$ cat src/rtl/uart_tx_fifo_param_if.sv
// -----------------------------------------------------------------------------
// uart_tx_fifo_param_if
//   Write-side handshake bundle of the parametrised UART transmitter.
//   The producer (CPU/debug bus side) offers a character with in_valid and
//   in_data; the transmitter answers with in_ready. A character is taken on
//   every clock edge where in_valid and in_ready are both high.
//
//   Signals
//     in_data   DATA_BITS  character to queue (LSB is sent first)
//     in_valid  1          in_data holds a character to queue
//     in_ready  1          transmitter FIFO has a free entry
//
//   Modports
//     master    producer side: drives in_data/in_valid, observes in_ready
//     slave     transmitter side: observes in_data/in_valid, drives in_ready
// -----------------------------------------------------------------------------
interface uart_tx_fifo_param_if #(
    parameter int DATA_BITS = 8
);

    logic [DATA_BITS-1:0] in_data;
    logic                 in_valid;
    logic                 in_ready;

    modport master (
        output in_data,
        output in_valid,
        input  in_ready
    );

    modport slave (
        input  in_data,
        input  in_valid,
        output in_ready
    );

endinterface

$ cat src/rtl/uart_tx_fifo_param.sv
// -----------------------------------------------------------------------------
// uart_tx_fifo_param
//   Parametrised RS-232 transmitter with a write-side FIFO and an internal
//   fractional baud generator. Characters are queued through a valid/ready
//   handshake and shifted out LSB first as
//     start(0), DATA_BITS data bits, optional parity bit, STOP_BITS stop(1).
//   Frames queued back-to-back follow each other with no idle bit between
//   the last stop bit and the next start bit.
//
//   Parameters
//     DATA_BITS  data bits per frame, 5..8
//     PARITY     0 = none, 1 = odd, 2 = even
//     STOP_BITS  1 or 2
//     DEPTH      FIFO entries, power of two, >= 2
//     ACC_W      baud accumulator width
//     INC        accumulator increment; bit rate = mclk * INC / 2**ACC_W
//
//   Ports
//     mclk        in   system clock
//     reset       in   synchronous, active-high, highest priority
//     bus         if   slave side of the in_data/in_valid/in_ready handshake
//     serial      out  TX line, idle high
//     busy        out  frame in progress or FIFO non-empty
//     fifo_count  out  characters currently queued
//     baud_tick   out  one-cycle pulse per bit period
//
//   All outputs are driven straight from flops.
// -----------------------------------------------------------------------------
module uart_tx_fifo_param #(
    parameter int DATA_BITS = 8,
    parameter int PARITY    = 0,
    parameter int STOP_BITS = 1,
    parameter int DEPTH     = 16,
    parameter int ACC_W     = 14,
    parameter int INC       = 38
) (
    input  logic                   mclk,
    input  logic                   reset,
    uart_tx_fifo_param_if.slave    bus,
    output logic                   serial,
    output logic                   busy,
    output logic [$clog2(DEPTH):0] fifo_count,
    output logic                   baud_tick
);

    localparam int AW = $clog2(DEPTH);
    localparam int CW = AW + 1;

    localparam logic [CW-1:0]    DEPTH_C = CW'(DEPTH);
    localparam logic [CW-1:0]    ONE_C   = CW'(1);
    localparam logic [CW-1:0]    ZERO_C  = {CW{1'b0}};
    localparam logic [AW-1:0]    PTR_ONE = AW'(1);
    localparam logic [ACC_W:0]   INC_W   = (ACC_W + 1)'(INC);
    localparam logic [3:0]       BITS_C  = 4'(DATA_BITS);
    localparam logic [1:0]       STOPS_C = 2'(STOP_BITS);

    typedef enum logic [2:0] {
        ST_IDLE  = 3'd0,
        ST_START = 3'd1,
        ST_DATA  = 3'd2,
        ST_PAR   = 3'd3,
        ST_STOP  = 3'd4
    } state_t;

    // Parity bit sent after the data bits: XOR of the data for even parity,
    // its complement for odd parity.
    function automatic logic parity_bit(input logic [DATA_BITS-1:0] data);
        logic xor_v;
        xor_v = ^data;
        if (PARITY == 1) begin
            return ~xor_v;
        end else begin
            return xor_v;
        end
    endfunction

    // ------------------------------------------------------------------
    // Baud generator
    // ------------------------------------------------------------------
    logic [ACC_W-1:0] acc_r;
    logic [ACC_W:0]   sum_s;
    logic             baud_tick_r;

    // The extra top bit of the sum is the carry out of the accumulator.
    assign sum_s = {1'b0, acc_r} + INC_W;

    // Free-running phase accumulator; the registered carry is the bit tick.
    always_ff @(posedge mclk) begin
        if (reset) begin
            acc_r       <= {ACC_W{1'b0}};
            baud_tick_r <= 1'b0;
        end else begin
            acc_r       <= sum_s[ACC_W-1:0];
            baud_tick_r <= sum_s[ACC_W];
        end
    end

    // ------------------------------------------------------------------
    // FIFO
    // ------------------------------------------------------------------
    logic [DATA_BITS-1:0] mem_r [DEPTH];
    logic [AW-1:0]        wr_ptr_r;
    logic [AW-1:0]        rd_ptr_r;
    logic [CW-1:0]        count_r;
    logic [CW-1:0]        count_nxt_s;
    logic                 in_ready_r;
    logic                 push_s;
    logic                 pop_s;

    // in_ready_r is already low when full, so a push can never overflow.
    assign push_s = bus.in_valid & in_ready_r;

    // Occupancy after this edge; a simultaneous push and pop cancel out.
    always_comb begin
        count_nxt_s = count_r;
        if (push_s && !pop_s) begin
            count_nxt_s = count_r + ONE_C;
        end else if (!push_s && pop_s) begin
            count_nxt_s = count_r - ONE_C;
        end else begin
            count_nxt_s = count_r;
        end
    end

    // Storage array; it holds no control state, so it is not reset.
    always_ff @(posedge mclk) begin
        if (push_s) begin
            mem_r[wr_ptr_r] <= bus.in_data;
        end
    end

    // Pointers wrap naturally because DEPTH is a power of two; in_ready is
    // registered from the next occupancy so it falls right after the last
    // free entry is taken.
    always_ff @(posedge mclk) begin
        if (reset) begin
            wr_ptr_r   <= {AW{1'b0}};
            rd_ptr_r   <= {AW{1'b0}};
            count_r    <= ZERO_C;
            in_ready_r <= 1'b1;
        end else begin
            if (push_s) begin
                wr_ptr_r <= wr_ptr_r + PTR_ONE;
            end
            if (pop_s) begin
                rd_ptr_r <= rd_ptr_r + PTR_ONE;
            end
            count_r    <= count_nxt_s;
            in_ready_r <= (count_nxt_s != DEPTH_C);
        end
    end

    // ------------------------------------------------------------------
    // Transmit FSM
    // ------------------------------------------------------------------
    state_t               state_r;
    state_t               state_nxt_s;
    logic [DATA_BITS-1:0] shreg_r;
    logic [DATA_BITS-1:0] shreg_nxt_s;
    logic [3:0]           bitcnt_r;
    logic [3:0]           bitcnt_nxt_s;
    logic [1:0]           stopcnt_r;
    logic [1:0]           stopcnt_nxt_s;
    logic                 serial_r;
    logic                 serial_nxt_s;
    logic                 par_r;
    logic                 par_nxt_s;
    logic                 busy_r;
    logic                 launch_s;

    // Next-state and line-level decisions; nothing moves except on a tick.
    // The level chosen here is presented on serial for the whole following
    // bit period, so each case emits the level of the *next* bit.
    always_comb begin
        state_nxt_s   = state_r;
        shreg_nxt_s   = shreg_r;
        bitcnt_nxt_s  = bitcnt_r;
        stopcnt_nxt_s = stopcnt_r;
        serial_nxt_s  = serial_r;
        par_nxt_s     = par_r;
        launch_s      = 1'b0;
        pop_s         = 1'b0;
        if (baud_tick_r) begin
            case (state_r)
                ST_IDLE: begin
                    launch_s = 1'b1;
                end
                ST_START: begin
                    serial_nxt_s = shreg_r[0];
                    shreg_nxt_s  = {1'b0, shreg_r[DATA_BITS-1:1]};
                    bitcnt_nxt_s = 4'd1;
                    state_nxt_s  = ST_DATA;
                end
                ST_DATA: begin
                    if (bitcnt_r < BITS_C) begin
                        serial_nxt_s = shreg_r[0];
                        shreg_nxt_s  = {1'b0, shreg_r[DATA_BITS-1:1]};
                        bitcnt_nxt_s = bitcnt_r + 4'd1;
                    end else if (PARITY != 0) begin
                        serial_nxt_s = par_r;
                        state_nxt_s  = ST_PAR;
                    end else begin
                        serial_nxt_s  = 1'b1;
                        stopcnt_nxt_s = 2'd1;
                        state_nxt_s   = ST_STOP;
                    end
                end
                ST_PAR: begin
                    serial_nxt_s  = 1'b1;
                    stopcnt_nxt_s = 2'd1;
                    state_nxt_s   = ST_STOP;
                end
                ST_STOP: begin
                    if (stopcnt_r < STOPS_C) begin
                        serial_nxt_s  = 1'b1;
                        stopcnt_nxt_s = stopcnt_r + 2'd1;
                    end else begin
                        // Last stop bit ends: decide like IDLE on this same
                        // tick so queued frames follow without a gap.
                        launch_s = 1'b1;
                    end
                end
                default: begin
                    serial_nxt_s = 1'b1;
                    state_nxt_s  = ST_IDLE;
                end
            endcase

            if (launch_s) begin
                if (count_r != ZERO_C) begin
                    // Data and its parity are captured together so later
                    // FIFO writes cannot disturb the frame in flight.
                    pop_s        = 1'b1;
                    shreg_nxt_s  = mem_r[rd_ptr_r];
                    par_nxt_s    = parity_bit(mem_r[rd_ptr_r]);
                    serial_nxt_s = 1'b0;
                    state_nxt_s  = ST_START;
                end else begin
                    serial_nxt_s = 1'b1;
                    state_nxt_s  = ST_IDLE;
                end
            end else begin
                pop_s = 1'b0;
            end
        end else begin
            state_nxt_s = state_r;
        end
    end

    // FSM state, shifter, counters and the registered line/busy outputs.
    always_ff @(posedge mclk) begin
        if (reset) begin
            state_r   <= ST_IDLE;
            shreg_r   <= {DATA_BITS{1'b0}};
            bitcnt_r  <= 4'd0;
            stopcnt_r <= 2'd0;
            serial_r  <= 1'b1;
            par_r     <= 1'b0;
            busy_r    <= 1'b0;
        end else begin
            state_r   <= state_nxt_s;
            shreg_r   <= shreg_nxt_s;
            bitcnt_r  <= bitcnt_nxt_s;
            stopcnt_r <= stopcnt_nxt_s;
            serial_r  <= serial_nxt_s;
            par_r     <= par_nxt_s;
            busy_r    <= (state_nxt_s != ST_IDLE) | (count_nxt_s != ZERO_C);
        end
    end

    assign bus.in_ready = in_ready_r;
    assign serial       = serial_r;
    assign busy         = busy_r;
    assign fifo_count   = count_r;
    assign baud_tick    = baud_tick_r;

endmodule

$ cat src/flat_wrapper.sv
// flat-port wrapper written by rule: the top's interface ports become plain ports
module uart_tx_fifo_param_flat 
#(
    parameter int DATA_BITS = 8,
    parameter int PARITY    = 0,
    parameter int STOP_BITS = 1,
    parameter int DEPTH     = 16,
    parameter int ACC_W     = 14,
    parameter int INC       = 38
)
  (mclk, reset, serial, busy, fifo_count, baud_tick, bus_in_data, bus_in_valid, bus_in_ready);
  uart_tx_fifo_param_if #(.DATA_BITS(DATA_BITS)) bus_i ();
  input  logic mclk;
  input  logic reset;
  output logic serial;
  output logic busy;
  output logic [$clog2(DEPTH):0] fifo_count;
  output logic baud_tick;
  input wire logic [$bits(bus_i.in_data)-1:0] bus_in_data;
  input wire logic [$bits(bus_i.in_valid)-1:0] bus_in_valid;
  output wire logic [$bits(bus_i.in_ready)-1:0] bus_in_ready;
  assign bus_i.in_data = bus_in_data;
  assign bus_i.in_valid = bus_in_valid;
  assign bus_in_ready = bus_i.in_ready;
  uart_tx_fifo_param #(.DATA_BITS(DATA_BITS), .PARITY(PARITY), .STOP_BITS(STOP_BITS), .DEPTH(DEPTH), .ACC_W(ACC_W), .INC(INC)) u_core (.mclk(mclk), .reset(reset), .bus(bus_i), .serial(serial), .busy(busy), .fifo_count(fifo_count), .baud_tick(baud_tick));
endmodule
$ cat config.mk
export PLATFORM = sky130hd
export DESIGN_NAME = uart_tx_fifo_param_flat
export DESIGN_NICKNAME = d
export VERILOG_FILES = /design/src/rtl/uart_tx_fifo_param_if.sv /design/src/rtl/uart_tx_fifo_param.sv /design/src/flat_wrapper.sv
export SDC_FILE = /design/constraint.sdc
export NUM_CORES = 1
export LEC_CHECK = 0
export ABC_AREA = 1
export ABC_CLOCK_PERIOD_IN_PS = 1700
export CAP_MARGIN = 20
export CORE_ASPECT_RATIO = 1.2
export CORE_MARGIN = 2
export CORE_UTILIZATION = 49
export DETAILED_ROUTE_END_ITERATION = 6
export PLACE_DENSITY = 0.68
export SETUP_SLACK_MARGIN = 0.1
export SYNTH_ARGS = -nofsm -noshare
export SYNTH_HDL_FRONTEND = slang
export SYNTH_SLANG_ARGS = --single-unit
$ cat constraint.sdc
create_clock -name mclk -period 1.7 [get_ports mclk]
set_input_delay 0.34 -clock mclk [delete_from_list [all_inputs] [get_ports mclk]]
set_output_delay 0.34 -clock mclk [all_outputs]
set_load 0.02 [all_outputs]
==> results.toml, run 1 <==
[layout]
final_common_cell = "edfxtp_1"
drive_gt1_frac = 0.284
nets = 802
syn2layout_area_growth_pct = 31.2
fillers = 1111
n_antenna_cell = 0
final_core_util = 0.653
final_cell_mix = "edfxtp_1 (128), nor2_1 (92), nand2_1 (65)"

[worst_setup_path]
critPathKind = "register to register"
crit_arrival_ns = 2.02
regToRegEndpoint = "u_core.busy"
crit_fanout = 5
worst-r2r-cell-count = 15
regToRegSetupSlack_ns = 0.02
rr_startpoint = "u_core.fifo_count[1]"
start_kind = "register"
critPathCaptureType = "register"
cp.required_ns = 2.03

[synth]
syn-cell-area_sq_um = 7420
netlist_instances = 688
yosys_warnings = 0
yosysSeqAreaShare = 0.656
syn-num-nets = 710
syn_avg_cell_area_sq_um = 10.8
synth.distinct_cells = 32
ys_ff_latch = 179

[placed_design]
hpwl_microns = 11800
io_buffers = 19
gp_congestion = 0.915

[sta]
finalSetupViolations = 0
final.setup.tns_ns = 0
fin_skew_ns = 0.00539
fmax_mhz = 594
grt_setup_unrepaired = "true"
drv_slew = 0
fin_crit_sh = 0.991
tightestPinTransition_ns = 0.451
maxSlewHeadroom = 0.698
period_minus_slack_ns = 1.68
final_hold_viol_count = 0

[hold_path]
hold_path_end = "u_core.baud_tick"
hp-start = "u_core.acc_r[13]"
worstHoldPathCells = 2
min_path_type = "register to register"

[clock_tree]
h-tree-depth = 4
numCtsBuffers = 17
clk_pin_slew_ns = 0.07
cts_sinks = 179
clk_latency_ns = 0.43
cts_tree = "built"
cts_buffer_depth = 2
ctsHoldBuffers = 0
ctsRootBufferMaster = "clkbuf_16"

[global_routing]
grt_first_pass_wirelength_microns = 29000
grt_pass1_vias = 5549
antenna_found_initial = 0
grt_start_max_net_pins = 30
gr-usage-all-layers = 0.240
grt_overflow = 0

[pwr]
ir_drop_v = 0.000617
p_leak_nw = 3.51
power_density_nw_per_um2 = 985

[detailed_routing]
first_pass_iters = 5
viasPerCell = 5.78
via_count = 5758
drt_wl_total_microns = 19600
drcViolationCount = 0
drt_iter0_markers = 507
postRouteAntennaNets = 0
routedWlPerCell_microns = 19.7

[floorplanning]
top_level_ports = 20
core_area_sq_um = 14900
die_width_microns = 116
die_y_microns = 139
initial_utilization = 0.498
dieArea_sq_um = 16100
row_count = 49

[run]
maxCapViolations = 0

[outcome]
status = "completed"
registers in the layout, summed over array words and instances, names as in the netlist, named ones only:
| register | flops |
|---|---|
| u_core.acc_r | 13 |
| u_core.baud_tick | 1 |
| u_core.bitcnt_r | 4 |
| u_core.bus.in_ready | 1 |
| u_core.busy | 1 |
| u_core.fifo_count | 5 |
| u_core.mem_r | 128 |
| u_core.rd_ptr_r | 4 |
| u_core.serial | 1 |
| u_core.shreg_r | 8 |
| u_core.state_r | 3 |
| u_core.stopcnt_r | 2 |
| u_core.wr_ptr_r | 4 |
Yosys cell counts, drive strengths merged:
cell type	instances	share of area
a211oi	1	0.0010
a21oi	35	0.024
a22oi	6	0.0061
a31oi	4	0.0034
and3	1	0.00084
buf	12	0.0096
clkbuf	17	0.0086
clkinv	2	0.0010
dfxtp	51	0.14
edfxtp	128	0.52
ha	11	0.019
inv	41	0.021
nand2	83	0.046
nand3	42	0.029
nand3b	1	0.0010
nand4	3	0.0025
nor2	120	0.065
nor3	7	0.0047
nor3b	2	0.0020
o21ai	83	0.056
o221ai	32	0.038
xor2	6	0.0071
worst max-delay path by stage:
| stage | start | endpoint | slack [ns] |
|---|---|---|---|
| finish | u_core.fifo_count[1] | u_core.busy | 0.02 |
| detailed placement | bus_in_valid | u_core.mem_r[4][0] | -0.48 |
| global placement | bus_in_valid | u_core.mem_r[4][0] | -0.42 |
| floorplan | u_core.fifo_count[0] | u_core.busy | 0.05 |
| CTS | u_core.stopcnt_r[0] | u_core.busy | -0.01 |
| global route | u_core.stopcnt_r[0] | u_core.busy | -0.15 |
area by class of cell:
| cell class | instances | area, sq um | area share |
|---|---|---|---|
| clock buffers | 21 | 503 | 0.0517 |
| flip-flops and latches | 179 | 4880 | 0.502 |
| inverters | 43 | 186 | 0.0192 |
| well taps | 204 | 255 | 0.0262 |
| clock inverters | 11 | 166 | 0.0171 |
| multi-input cells | 437 | 2680 | 0.275 |
| repair buffers | 102 | 1060 | 0.109 |
worst max-delay path, cell delays in order (launching register included):
cell     delay [ns]
dfxtp_4        0.36
inv_4          0.04
ha_4           0.15
inv_2          0.04
nor2_2         0.03
nand2_2        0.11
nand3_4        0.15
buf_6          0.16
nand3_2        0.06
nand2_2        0.05
nand2_2        0.07
nand2_1        0.07
nor2_2         0.11
nand3_1        0.09
nand2_1        0.06
nand2_1        0.04
stage by stage:
step           power, W  cell area (sq um)  hold WS, ns  worst slack, ns  std cells
2_1_floorplan   0.00502               7440        0.393           0.0505        688
3_3_place_gp    0.00523               8250        0.404           -0.422        938
3_5_place_dp    0.00524               8250        0.411           -0.482        938
4_1_cts         0.00957               9250        0.398          -0.0137        979
5_1_grt         0.00985               9730        0.498           -0.151        997
6_report        0.00959               9730        0.462           0.0159        997
what timing repair did:
| action | in CTS | in global routing |
|---|---|---|
| cloned | 2 | 7 |
| endpoints found under the hold margin | 0 | 0 |
| gates resized for setup | 80 | 88 |
| setup buffers | 8 | 11 |
| setup endpoints to repair | 110 | 102 |
| pin swaps | 15 | 48 |
layer usage:
| layer | share of wire | global-route usage | wire length (microns) |
|---|---|---|---|
| met1 | 0.37 | 0.286 | 7320 |
| met2 | 0.52 | 0.409 | 10200 |
| met3 | 0.064 | 0.0485 | 1260 |
| met4 | 0.045 | 0.116 | 876 |
| met5 | 0 | 0 | 0 |
power breakdown:
part	switching (W)	internal, W
clock	0.00163	0.00272
combinational	0.000293	0.000180
sequential	0.0000357	0.00473
total	0.00196	0.00763
cell families (layout without fill, tap and decap cells):
group	Yosys count	in the layout	share of synthesized area
AND/OR/NAND/NOR	259	259	0.151
flip-flops	179	179	0.656
AO/OA/AOI/OAI	161	161	0.128
buffers and inverters	72	177	0.0400
adder cells (fa/ha/maj)	11	11	0.0185
XOR/XNOR	6	6	0.00708
Note: power is estimated with default switching activity, not from simulation.
==> inputs of run 2 (changes only) <==
ABC_CLOCK_PERIOD_IN_PS = 1850   (was 1700)
PLACE_DENSITY = 0.66   (was 0.68)
clock period = 1.85 ns   (was 1.7 ns; I/O delays follow)
==> run 2 against run 1 <==
  * Non-clock buffer count shrank 22
  * Cell area is 8.7% lower
  * Die area unchanged
  * Worst setup slack improved by 0.070 ns
  * First-iteration DRC count down 12%
  * Critical path depth is the same
  * Register-to-register slack better by 0.07 ns
  * Total power down 18%
  * Combinational power shrank 25%
  * Clock skew up 0.0019 ns
  * Core utilization shrank 5.7 points
  * Critical endpoint unchanged
==> results.toml, run 2 (synthesis results as in run 1) <==
[outcome]
status = "completed"

[floorplanning]
die_width_microns = 116
top_level_ports = 20
row_count = 49
die_y_microns = 139
initial_utilization = 0.498
core_area_sq_um = 14900
dieArea_sq_um = 16100

[detailed_routing]
postRouteAntennaNets = 0
routedWlPerCell_microns = 17.6
drt_wl_total_microns = 17100
via_count = 5481
first_pass_iters = 4
drcViolationCount = 0
viasPerCell = 5.62
drt_iter0_markers = 448

[sta]
final_hold_viol_count = 0
maxSlewHeadroom = 0.643
fmax_mhz = 567
finalSetupViolations = 0
final.setup.tns_ns = 0
fin_crit_sh = 0.953
grt_setup_unrepaired = "true"
drv_slew = 0
fin_skew_ns = 0.00732
whs_ns = 0.400
tightestPinTransition_ns = 0.535
period_minus_slack_ns = 1.76

[clock_tree]
numCtsBuffers = 17
ctsHoldBuffers = 0
ctsRootBufferMaster = "clkbuf_16"
clk_pin_slew_ns = 0.06
h-tree-depth = 4
cts_buffer_depth = 2
cts_tree = "built"
clk_latency_ns = 0.42
cts_sinks = 179

[worst_setup_path]
cp_num_buf_inv = 3
critPathKind = "register to register"
worstPathCellList = "inv_2 -> ha_2 -> nand2_2 -> nand2_4 -> inv_4 -> nand3_4 -> buf_12 -> nor2_8 -> nand2_2 -> nand2_2 -> nand3_2 -> nor2_4 -> nand3_2 -> nand2_1 -> nand2_1"
start_kind = "register"
crit_top_cell = "nand2_2"
crit_fanout = 5
crit_path_top_delay_cell = "dfxtp_2"
cp_top_family = "simple AND/OR/NAND/NOR gates"
max_stage_delay_ns = 0.34
crit_arrival_ns = 2.08
critPathCaptureType = "register"
cp.required_ns = 2.17

[layout]
nets = 780
final_core_util = 0.597
register_area_sq_um = 4880
regMostFlops = "u_core.mem_r"
final_cell_mix = "edfxtp_1 (128), nor2_1 (110), o21ai_0 (78)"
syn2layout_area_growth_pct = 19.8
n_antenna_cell = 0
top_regs = "u_core.mem_r: 128 flops, u_core.acc_r: 13 flops, u_core.shreg_r: 8 flops"
multiInputGateArea_sq_um = 2390
largest_reg_flops = 128
final_common_cell = "edfxtp_1"
drive_gt1_frac = 0.191
fillers = 1212

[placed_design]
hpwl_microns = 11300
gp_congestion = 0.877
io_buffers = 19

[run]
maxCapViolations = 0

[global_routing]
gr-usage-all-layers = 0.223
grt_pass1_vias = 5326
grt_start_max_net_pins = 39
antenna_found_initial = 0
grt_overflow = 0
grt_first_pass_wirelength_microns = 27400

[hold_path]
min_path_type = "register to register"

[pwr]
power_density_nw_per_um2 = 890
ir_drop_v = 0.000576
p_leak_nw = 3.21
[run 2: cell types whose count changed in the layout (fill, tap and decap cells not counted), sizes merged]
cell,delta
clkdlybuf4s50,+1
clkinvlp,+1
clkinv,+5
clkbuf,-8
bufinv,-4
buf,-17
dlygate4sd2,+2
inv,-2
[run 2: final cells by class]
type	instances	share of cell area
flip-flops and latches	179	0.549
multi-input cells	437	0.269
repair buffers	80	0.0760
clock buffers	21	0.0518
well taps	204	0.0287
inverters	43	0.0184
clock inverters	11	0.00704
[run 2: routing by layer]
layer / vias up / track usage / part of all wire
met5: - / 0 / 0
met4: 0 / 0.0915 / 0.031
met3: 38 / 0.0481 / 0.049
met2: 182 / 0.366 / 0.50
met1: 2672 / 0.284 / 0.42
li1: 2589 / - / -
[run 2: metrics by stage]
step           power (W)  setup WS (ns)  std cells  area (sq um)
2_1_floorplan    0.00461          0.134        688          7430
3_3_place_gp     0.00478        -0.0734        936          8180
3_5_place_dp     0.00480         -0.115        936          8180
4_1_cts          0.00792          0.103        974          8770
5_1_grt          0.00814       -0.00483        975          8890
6_report         0.00791         0.0862        975          8890
[run 2: path summary, 6_finish.rpt]
path,startpoint,endpoint,slack [ns],cells after the start
hold / removal,u_core.acc_r[1],u_core.acc_r[1],0.40,1
setup reg to reg,u_core.stopcnt_r[0],u_core.busy,0.09,15
hold reg to reg,u_core.acc_r[1],u_core.acc_r[1],0.40,1
setup / recovery,u_core.stopcnt_r[0],u_core.busy,0.09,15
[run 2: timing repair]
| item | CTS | global route |
|---|---|---|
| pin swaps | 4 | 11 |
| setup endpoints to repair | 13 | 21 |
| buffers inserted | 6 | 1 |
| gates resized for setup | 19 | 41 |
[run 2: where the power goes]
| part | leakage [nW] | switching [W] | internal [W] |
|---|---|---|---|
| logic | 1.39 | 0.000227 | 0.000127 |
| registers | 1.57 | 0.0000263 | 0.00435 |
| clock network | 0.251 | 0.00142 | 0.00176 |
==> inputs of run 3 (changes only) <==
MAX_ROUTING_LAYER = met4   (was not set)
==> run 3 against run 2 <==
  * Flip-flop and latch count unchanged
  * Clock skew up 0.0018 ns
  * Non-clock buffer count unchanged
  * Critical endpoint is now u_core.bus.in_ready
  * Core utilization up 0.40 points
  * Final cell count unchanged
  * Critical path type unchanged
  * Total power up 6.8%
  * Via count down 1.0%
  * Critical path depth unchanged
  * Highest routed layer unchanged
  * Largest cell class unchanged
  * Maximum frequency up 2.1%
==> results.toml, run 3 (synthesis results as in run 1) <==
[floorplanning]
initial_utilization = 0.498
die_y_microns = 139
top_level_ports = 20
die_width_microns = 116
row_count = 49
dieArea_sq_um = 16100
core_area_sq_um = 14900

[sta]
final.setup.tns_ns = 0
finalSetupViolations = 0
fin_crit_sh = 0.934
fin_skew_ns = 0.00910
fmax_mhz = 579
maxSlewHeadroom = 0.644
grt_setup_unrepaired = "true"
final_hold_viol_count = 0
drv_slew = 0
fin_ws_ns = 0.123
tightestPinTransition_ns = 0.533
period_minus_slack_ns = 1.73

[global_routing]
gr-usage-all-layers = 0.229
grt_first_pass_wirelength_microns = 27200
grt.met3_usage = 0.0459
antenna_found_initial = 0
top_usage_layer = "met2"
met1_usage = 0.283
use_met2 = 0.363
grt_start_max_net_pins = 39
grt_overflow = 0
grt_pass1_vias = 5385

[detailed_routing]
viasPerCell = 5.57
drt_wl_total_microns = 17200
drt_iter0_markers = 407
via_count = 5426
routedWlPerCell_microns = 17.6
drcViolationCount = 0
first_pass_iters = 5
postRouteAntennaNets = 0

[worst_setup_path]
crit_fanout = 5
cp.required_ns = 2.16
rr_startpoint = "u_core.stopcnt_r[0]"
regToRegSetupSlack_ns = 0.12
critPathKind = "register to register"
regToRegEndpoint = "u_core.bus.in_ready"
critPathLaunch = "u_core.stopcnt_r[0]"
critPathCaptureType = "register"
worst-r2r-cell-count = 15
crit_arrival_ns = 2.04
start_kind = "register"
crit_path_end = "u_core.bus.in_ready"

[layout]
drive_gt1_frac = 0.180
nets = 780
largest_reg_flops = 128
syn2layout_area_growth_pct = 20.6
regMostFlops = "u_core.mem_r"
final_common_cell = "edfxtp_1"
fillers = 1210
fin_cells = 975
final_cell_mix = "edfxtp_1 (128), nor2_1 (110), o21ai_0 (77)"
top_regs = "u_core.mem_r: 128 flops, u_core.acc_r: 13 flops, u_core.shreg_r: 8 flops"
n_antenna_cell = 0
multiInputGateArea_sq_um = 2360
register_area_sq_um = 4880

[placed_design]
gp_congestion = 0.861
post-place-cells = 936
io_buffers = 19
place_ws_ns = -0.124
hpwl_microns = 11200

[pwr]
power_density_nw_per_um2 = 944
p_leak_nw = 3.26
ir_drop_v = 0.000607

[clock_tree]
ctsRootBufferMaster = "clkbuf_16"
h-tree-depth = 4
cts_buffer_depth = 2
cts_sinks = 179
numCtsBuffers = 17
clk_latency_ns = 0.43
cts_tree = "built"
ctsHoldBuffers = 0
clk_pin_slew_ns = 0.06

[outcome]
status = "completed"

[run]
maxCapViolations = 0

[hold_path]
min_path_type = "register to register"
[run 3: what timing repair did]
action / CTS / global route
buffers inserted: 5 / 2
pin swaps: 8 / 11
setup endpoints to repair: 12 / 18
gates cloned: 0 / 0
resized for setup: 26 / 24
[run 3: metal layers]
layer	vias to the layer above	wire length (microns)	share of wire
li1	2599	-	-
met1	2591	7180	0.42
met2	195	8630	0.50
met3	41	918	0.053
met4	0	469	0.027
met5	-	0	0
[run 3: power by group]
group	internal (W)	switching [W]
Clock	0.00225	0.00147
Sequential	0.00435	0.0000259
Combinational	0.000125	0.000224
[run 3: worst max-delay path, stage by stage, from the launching register on]
cell	delay, ns
dfxtp_2	0.35
inv_2	0.06
ha_4	0.15
nand2_2	0.06
nand2_2	0.06
inv_2	0.08
nand3_4	0.10
buf_12	0.15
nor2_8	0.10
nand2_1	0.06
o21ai_1	0.07
nand2_1	0.06
o21ai_1	0.08
nand2_1	0.08
inv_1	0.09
nand3_1	0.07
[run 3: layout make-up]
| type | instances | area share |
|---|---|---|
| sequential | 179 | 0.545 |
| multi-input combinational | 437 | 0.263 |
| timing repair buffer | 80 | 0.0763 |
| clock buffer | 18 | 0.0480 |
| tap | 204 | 0.0285 |
| clock inverter | 14 | 0.0206 |
| inverter | 43 | 0.0183 |
[run 3: per-stage QoR]
stage | power, W | hold WS (ns) | util | area [sq um]
after floorplan | 0.00461 | 0.393 | - | 7430
after global placement | 0.00478 | 0.401 | 0.549 | 8180
after detailed placement | 0.00479 | 0.414 | 0.549 | 8180
after CTS | 0.00850 | 0.430 | 0.595 | 8870
after global routing | 0.00869 | 0.411 | 0.601 | 8950
final | 0.00845 | 0.402 | 0.601 | 8950
[run 3: worst min path at each step]
stage | to | from | slack [ns] | depth (start not counted)
finish | u_core.acc_r[1] | u_core.acc_r[1] | 0.40 | 1
global route | u_core.acc_r[1] | u_core.acc_r[1] | 0.41 | 1
CTS | u_core.acc_r[1] | u_core.acc_r[1] | 0.43 | 1
detailed placement | u_core.acc_r[1] | u_core.acc_r[1] | 0.41 | 1
global placement | u_core.acc_r[1] | u_core.acc_r[1] | 0.40 | 1
floorplan | u_core.acc_r[1] | u_core.acc_r[1] | 0.39 | 1
